`config.mk`:
```
export PLATFORM = sky130hd
export DESIGN_NAME = pc_unit_flat
export DESIGN_NICKNAME = d
export VERILOG_FILES = /design/src/rtl/pc_if.sv /design/src/rtl/pc_unit.sv /design/src/flat_wrapper.sv
export SDC_FILE = /design/constraint.sdc
export NUM_CORES = 1
export LEC_CHECK = 0
export CORE_MARGIN = 10
export CORE_UTILIZATION = 35
export DETAILED_ROUTE_END_ITERATION = 7
export SYNTH_ARGS = -nofsm -noshare
export SYNTH_HDL_FRONTEND = slang
export SYNTH_SLANG_ARGS = --single-unit
```
`constraint.sdc`:
```
create_clock -name Clock -period 5.4 [get_ports Clock]
set_clock_uncertainty 0.2 [all_clocks]
set_input_delay 1.08 -clock Clock [delete_from_list [all_inputs] [get_ports Clock]]
set_output_delay 1.08 -clock Clock [all_outputs]
set_load 0.02 [all_outputs]
```
`src/rtl/pc_if.sv`:
```
// Control-flow request bundle between the fetch/decode control logic and the PC unit.
// master: drives Stall/PC_Change/Mode/Branch/Target, observes PC and RAS/flush status.
// slave : the PC unit itself.
interface pc_if #(
  parameter int unsigned XLEN = 32
);
  logic            Stall;
  logic            PC_Change;
  logic [1:0]      Mode;
  logic            Branch;
  logic [XLEN-1:0] Target;
  logic [XLEN-1:0] PCout;
  logic            Flush;
  logic            RAS_Empty;
  logic            RAS_Full;
  logic            RAS_Error;

  modport master (
    output Stall, PC_Change, Mode, Branch, Target,
    input  PCout, Flush, RAS_Empty, RAS_Full, RAS_Error
  );

  modport slave (
    input  Stall, PC_Change, Mode, Branch, Target,
    output PCout, Flush, RAS_Empty, RAS_Full, RAS_Error
  );
endinterface

```
`src/rtl/pc_unit.sv`:
```
// Program-counter unit: holds the PC, selects sequential / branch / jump / call /
// return successors, keeps a circular return-address stack and raises Flush for
// FLUSH_CYCLES cycles after every redirect.
// Ports: Clock, Reset (async, active-high), bus (pc_if.slave): Stall, PC_Change,
// Mode, Branch, Target in; PCout, Flush, RAS_Empty, RAS_Full, RAS_Error out.
module pc_unit #(
  parameter int unsigned    XLEN         = 32,
  parameter logic [XLEN-1:0] RESET_VECTOR = '0,
  parameter int unsigned    INST_BYTES   = 4,
  parameter int unsigned    RAS_DEPTH    = 4,
  parameter int unsigned    FLUSH_CYCLES = 2
) (
  input  logic Clock,
  input  logic Reset,
  pc_if.slave  bus
);

  localparam int unsigned PTR_W = (RAS_DEPTH > 1) ? $clog2(RAS_DEPTH) : 1;
  localparam int unsigned CNT_W = $clog2(RAS_DEPTH + 1);
  localparam int unsigned FC_W  = $clog2(FLUSH_CYCLES + 1);
  localparam logic [XLEN-1:0] ALIGN_MASK = ~(XLEN'(INST_BYTES) - XLEN'(1));

  typedef enum logic [1:0] {
    MODE_BRANCH = 2'b00,
    MODE_JUMP   = 2'b01,
    MODE_CALL   = 2'b10,
    MODE_RETURN = 2'b11
  } mode_e;

  logic [XLEN-1:0]  pc_q, pc_d;
  logic [XLEN-1:0]  ras_q [RAS_DEPTH];
  logic [PTR_W-1:0] ptr_q, ptr_d;
  logic [CNT_W-1:0] cnt_q, cnt_d;
  logic [FC_W-1:0]  fcnt_q, fcnt_d;
  logic             err_q, err_d;
  logic             flush_q, empty_q, full_q;
  logic [XLEN-1:0]  seq_c;
  logic             push_c;
  logic             redirect_c;

  // Next-PC selection, RAS bookkeeping and flush countdown
  always_comb begin
    seq_c      = pc_q + XLEN'(INST_BYTES);
    pc_d       = pc_q;
    ptr_d      = ptr_q;
    cnt_d      = cnt_q;
    err_d      = err_q;
    push_c     = 1'b0;
    redirect_c = 1'b0;

    if (!bus.Stall) begin
      pc_d = seq_c;
      if (bus.PC_Change) begin
        unique case (mode_e'(bus.Mode))
          MODE_BRANCH: begin
            if (bus.Branch) begin
              pc_d       = bus.Target & ALIGN_MASK;
              redirect_c = 1'b1;
            end
          end
          MODE_JUMP: begin
            pc_d       = bus.Target & ALIGN_MASK;
            redirect_c = 1'b1;
          end
          MODE_CALL: begin
            pc_d       = bus.Target & ALIGN_MASK;
            redirect_c = 1'b1;
            push_c     = 1'b1;
            ptr_d      = ptr_q + PTR_W'(1);
            // Full stack: the write at ptr lands on the oldest entry
            if (cnt_q == CNT_W'(RAS_DEPTH)) err_d = 1'b1;
            else                            cnt_d = cnt_q + CNT_W'(1);
          end
          MODE_RETURN: begin
            redirect_c = 1'b1;
            if (cnt_q == '0) begin
              pc_d  = bus.Target & ALIGN_MASK;
              err_d = 1'b1;
            end else begin
              pc_d  = ras_q[ptr_q - PTR_W'(1)] & ALIGN_MASK;
              ptr_d = ptr_q - PTR_W'(1);
              cnt_d = cnt_q - CNT_W'(1);
            end
          end
        endcase
      end
    end

    // Countdown runs even while stalled; a redirect reloads it
    if (redirect_c)        fcnt_d = FC_W'(FLUSH_CYCLES);
    else if (fcnt_q != '0) fcnt_d = fcnt_q - FC_W'(1);
    else                   fcnt_d = fcnt_q;
  end

  // Architectural state
  always_ff @(posedge Clock or posedge Reset) begin
    if (Reset) begin
      pc_q    <= RESET_VECTOR;
      ptr_q   <= '0;
      cnt_q   <= '0;
      fcnt_q  <= '0;
      err_q   <= 1'b0;
      flush_q <= 1'b0;
      empty_q <= 1'b1;
      full_q  <= 1'b0;
    end else begin
      pc_q    <= pc_d;
      ptr_q   <= ptr_d;
      cnt_q   <= cnt_d;
      fcnt_q  <= fcnt_d;
      err_q   <= err_d;
      flush_q <= (fcnt_d != '0);
      empty_q <= (cnt_d == '0);
      full_q  <= (cnt_d == CNT_W'(RAS_DEPTH));
    end
  end

  // RAS storage; contents are not reset
  always_ff @(posedge Clock) begin
    if (push_c && !Reset) ras_q[ptr_q] <= seq_c;
  end

  assign bus.PCout     = pc_q;
  assign bus.Flush     = flush_q;
  assign bus.RAS_Empty = empty_q;
  assign bus.RAS_Full  = full_q;
  assign bus.RAS_Error = err_q;

endmodule

```
`src/flat_wrapper.sv`:
```
// flat-port wrapper written by rule: the top's interface ports become plain ports
module pc_unit_flat 
#(
  parameter int unsigned    XLEN         = 32,
  parameter logic [XLEN-1:0] RESET_VECTOR = '0,
  parameter int unsigned    INST_BYTES   = 4,
  parameter int unsigned    RAS_DEPTH    = 4,
  parameter int unsigned    FLUSH_CYCLES = 2
)
  (Clock, Reset, bus_Stall, bus_PC_Change, bus_Mode, bus_Branch, bus_Target, bus_PCout, bus_Flush, bus_RAS_Empty, bus_RAS_Full, bus_RAS_Error);
  pc_if #(.XLEN(XLEN)) bus_i ();
  input  logic Clock;
  input  logic Reset;
  input wire logic [$bits(bus_i.Stall)-1:0] bus_Stall;
  input wire logic [$bits(bus_i.PC_Change)-1:0] bus_PC_Change;
  input wire logic [$bits(bus_i.Mode)-1:0] bus_Mode;
  input wire logic [$bits(bus_i.Branch)-1:0] bus_Branch;
  input wire logic [$bits(bus_i.Target)-1:0] bus_Target;
  output wire logic [$bits(bus_i.PCout)-1:0] bus_PCout;
  output wire logic [$bits(bus_i.Flush)-1:0] bus_Flush;
  output wire logic [$bits(bus_i.RAS_Empty)-1:0] bus_RAS_Empty;
  output wire logic [$bits(bus_i.RAS_Full)-1:0] bus_RAS_Full;
  output wire logic [$bits(bus_i.RAS_Error)-1:0] bus_RAS_Error;
  assign bus_i.Stall = bus_Stall;
  assign bus_i.PC_Change = bus_PC_Change;
  assign bus_i.Mode = bus_Mode;
  assign bus_i.Branch = bus_Branch;
  assign bus_i.Target = bus_Target;
  assign bus_PCout = bus_i.PCout;
  assign bus_Flush = bus_i.Flush;
  assign bus_RAS_Empty = bus_i.RAS_Empty;
  assign bus_RAS_Full = bus_i.RAS_Full;
  assign bus_RAS_Error = bus_i.RAS_Error;
  pc_unit #(.XLEN(XLEN), .RESET_VECTOR(RESET_VECTOR), .INST_BYTES(INST_BYTES), .RAS_DEPTH(RAS_DEPTH), .FLUSH_CYCLES(FLUSH_CYCLES)) u_core (.Clock(Clock), .Reset(Reset), .bus(bus_i));
endmodule
```
==> impl_metrics.csv <==
group,metric,value,unit
outcome,status,"complete, no violations",
timing,rsz0062_at_grt,"false",
placed_design,detailed_place_hpwl,13760,um
clocking,clk_pin_slew,60,ps
clocking,clk_path_buf_depth,2,
route,firstDrtPassIters,5,
worst_hold_path,hp-class,"flop to flop",
timing,drv_slew,0,
synthesis,synth_cell_types,70,
final_layout,mostFrequentLayoutCells,"edfxtp_1 (120), clkdlybuf4s50_1 (70), dfrtp_1 (39)",
global_routing,grt-busiest-layer,"met2",
global_routing,antenna_found_initial,0,
power,p_clk_frac,0.280,
clocking,htreeDepth,4,
clocking,holdBufCountCts,0,
worst_setup_path,crit_type,"input pin to flop",
clocking,cts.sinks,161,
placed_design,gp_congestion,0.7988,
global_routing,use_met2,0.2387,
placed_design,dp_slack,1357,ps
power,pwr-share-comb,0.305,
final_layout,layout.area.seq,0.004632,mm^2
timing,setup_viol,0,
floorplanning,die_area,0.02863,mm^2
clocking,cts_tree,"built",
synthesis,synth_edf_count,120,
floorplanning,coreArea,0.02189,mm^2
power,p_int,2.719,mW
global_routing,grt_pass1_vias,5473,
final_layout,n_fill_cell,2017,
global_routing,grt_max_degree,42,
clocking,cts-buffers-inserted,17,
synthesis,syn_area,0.007790,mm^2
route,wl,21600,um
synthesis,yosysTopAreaCellShare,0.4626,
final_layout,final_common_cell,"edfxtp_1",
timing,fin_setup_tns,0,ps
final_layout,diodes,0,
clocking,cts_resized,0,
clocking,postCtsSetupBuffers,0,
power,irDropWorstVdd,0.2173,mV
worst_setup_path,startpoint_type,"input pin",
route,wl_per_cell,23.20,um
floorplanning,die_w,169.2,um
power,p_leak,3.170,nW
route,vias_per_cell,5.821,
job,maxCapViolCount,0,
global_routing,grtUsageMet1,0.2021,
timing,finalHoldViolCount,0,
timing,worst_pin_slew,1019,ps
floorplanning,start_util,0.3559,
power,p_sw_frac,0.3204,
timing,whs,276.0,ps
power,p_switching,1.282,mW
worst_setup_path,worstPathArrival,3780,ps
route,num_vias,5419,
floorplanning,die_h,169.2,um
timing,post-route-min-period,3624,ps
synthesis,postSynthCellCount,575,
final_layout,design_area,0.009296,mm^2
route,drt_iter0_markers,509,
route,ant_nets,0,
power,p_per_area,430.5,mW/mm^2
final_layout,multi_input_area,0.002895,mm^2
floorplanning,rows,54,
clocking,clk_latency,420,ps
synthesis,synth.yosys.seq_area_share,0.5944,
final_layout,final_core_util,0.4247,
final_layout,final_layout_size_suffix_gt1_frac,0.1336,
route,drc,0,
timing,fin_ws,1776,ps
worst_setup_path,required,5550,ps
placed_design,io_buffers,70,
final_layout,area_delta_synth_final,19.34,%
global_routing,grt_pass1_wl,33220,um
global_routing,overflow,0,
worst_setup_path,crit_fanout,22,
global_routing,met3_usage,0.03937,
global_routing,grt_use_total,0.1503,
timing,max_freq,275.9,MHz
synthesis,synthArstFlopShare,0.2547,
synthesis,ys_ff_latch,161,
final_layout,nets,689,
timing,slew_headroom,0.3205,
timing,period_share,0.6712,
worst_setup_path,worst_setup_path_end_kind,"flop",
synthesis,yosysWarnings,0,
synthesis,syn-mean-instance-area,13.55,um^2
placed_design,place_area,0.008755,mm^2
floorplanning,ios,75,
clocking,ctsRootBufferMaster,"clkbuf_16",
power,pwr-share-seq,0.415,
synthesis,synth.largest_area_cell,"edfxtp_1",
synthesis,ys_dominant_reg_cell,"edfxtp_1",
synthesis,synth.area.top_cells,"edfxtp_1 (46%), dfrtp_1 (13%), mux4_2 (8.7%), xnor2_1 (2.2%), ha_1 (1.9%)",
==> state kept, by name, indices dropped and copies added (netlist names) <==
register	count
u_core.bus.RAS_Error	1
u_core.ptr_q	2
u_core.cnt_q	3
u_core.bus.RAS_Full	1
u_core.ras_q	120
u_core.fcnt_q	2
u_core.bus.RAS_Empty	1
u_core.bus.Flush	1
u_core.bus.PCout	30
==> Yosys cell counts (all sizes together) (2+ instances only) <==
cell    number
edfxtp     120
dfrtp       40
mux4        30
o21ai       30
nor2        27
a21oi       25
buf         25
nand3       25
nand2       24
xnor2       20
inv         19
clkbuf      16
a22oi       15
ha          12
nand4       12
and3         9
xor2         9
and2         8
a221oi       7
nand2b       7
or4          7
a221o        6
nor3         6
o211ai       6
o31ai        6
nor2b        5
o211a        5
o22ai        5
and4         4
o221ai       4
nor4         3
o21a         3
o311ai       3
or3          3
a211oi       2
a22o         2
a311o        2
a311oi       2
and3b        2
o221a        2
==> power by group through the flow <==
stage          clock network [mW]  logic (mW)  registers [mW]
5_1_grt                      1.19        1.33            1.68
6_report                     1.12        1.22            1.66
3_3_place_gp                    0        1.19            1.67
4_1_cts                      1.13        1.23            1.66
3_5_place_dp                    0        1.22            1.68
2_1_floorplan                   0       0.794            1.69
==> path summary, 6_finish.rpt <==
kind | startpoint | endpoint | slack (ps) | cells after the start
worst max-delay path | bus_Mode[0] | u_core.bus.PCout[14] | 1780 | 9
worst min-delay path | u_core.fcnt_q[1] | u_core.bus.Flush | 280 | 1
worst max register to register | u_core.ptr_q[0] | u_core.bus.PCout[10] | 1870 | 7
worst min register to register | u_core.fcnt_q[1] | u_core.bus.Flush | 280 | 1
max in group asynchronous | Reset | u_core.ptr_q[0] | 3260 | 2
min in group asynchronous | Reset | u_core.ptr_q[0] | 1060 | 2
==> worst max-delay path: stages <==
cell	delay [ps]
clkdlybuf4s50_1	480
inv_1	80
ha_1	200
buf_4	220
nand2b_1	140
and2_1	800
nor2_2	310
a41oi_1	300
o211a_1	160
==> cells by family after synthesis <==
family,after synthesis,share of synthesized area
compound gates,138,0.1251
xor+xnor,29,0.03261
fa+ha+maj,12,0.01927
buf+inv,60,0.03469
flops,161,0.5944
mux,30,0.08673
other cells,1,0.0004814
simple gates,144,0.1066
==> metal layers <==
| metal | share of wire | vias up |
|---|---|---|
| met5 | 0 | - |
| met4 | 0.0088 | 0 |
| met3 | 0.082 | 19 |
| met2 | 0.48 | 247 |
| met1 | 0.43 | 2767 |
| li1 | - | 2386 |
==> cell type report <==
class	instances	area share
Timing Repair Buffer	84	0.08668
Tap cell	280	0.03769
Inverter	19	0.007672
Clock buffer	26	0.05155
Sequential cell	161	0.4982
Clock inverter	6	0.006729
Multi-Input combinational cell	355	0.3114
==> per-stage QoR <==
| stage | power, mW | cells |
|---|---|---|
| 4_1_cts | 4.019 | 931 |
| 5_1_grt | 4.202 | 931 |
| 2_1_floorplan | 2.485 | 576 |
| 6_report | 4.002 | 931 |
| 3_5_place_dp | 2.902 | 899 |
| 3_3_place_gp | 2.863 | 899 |
(Power assumes the default switching activity.)
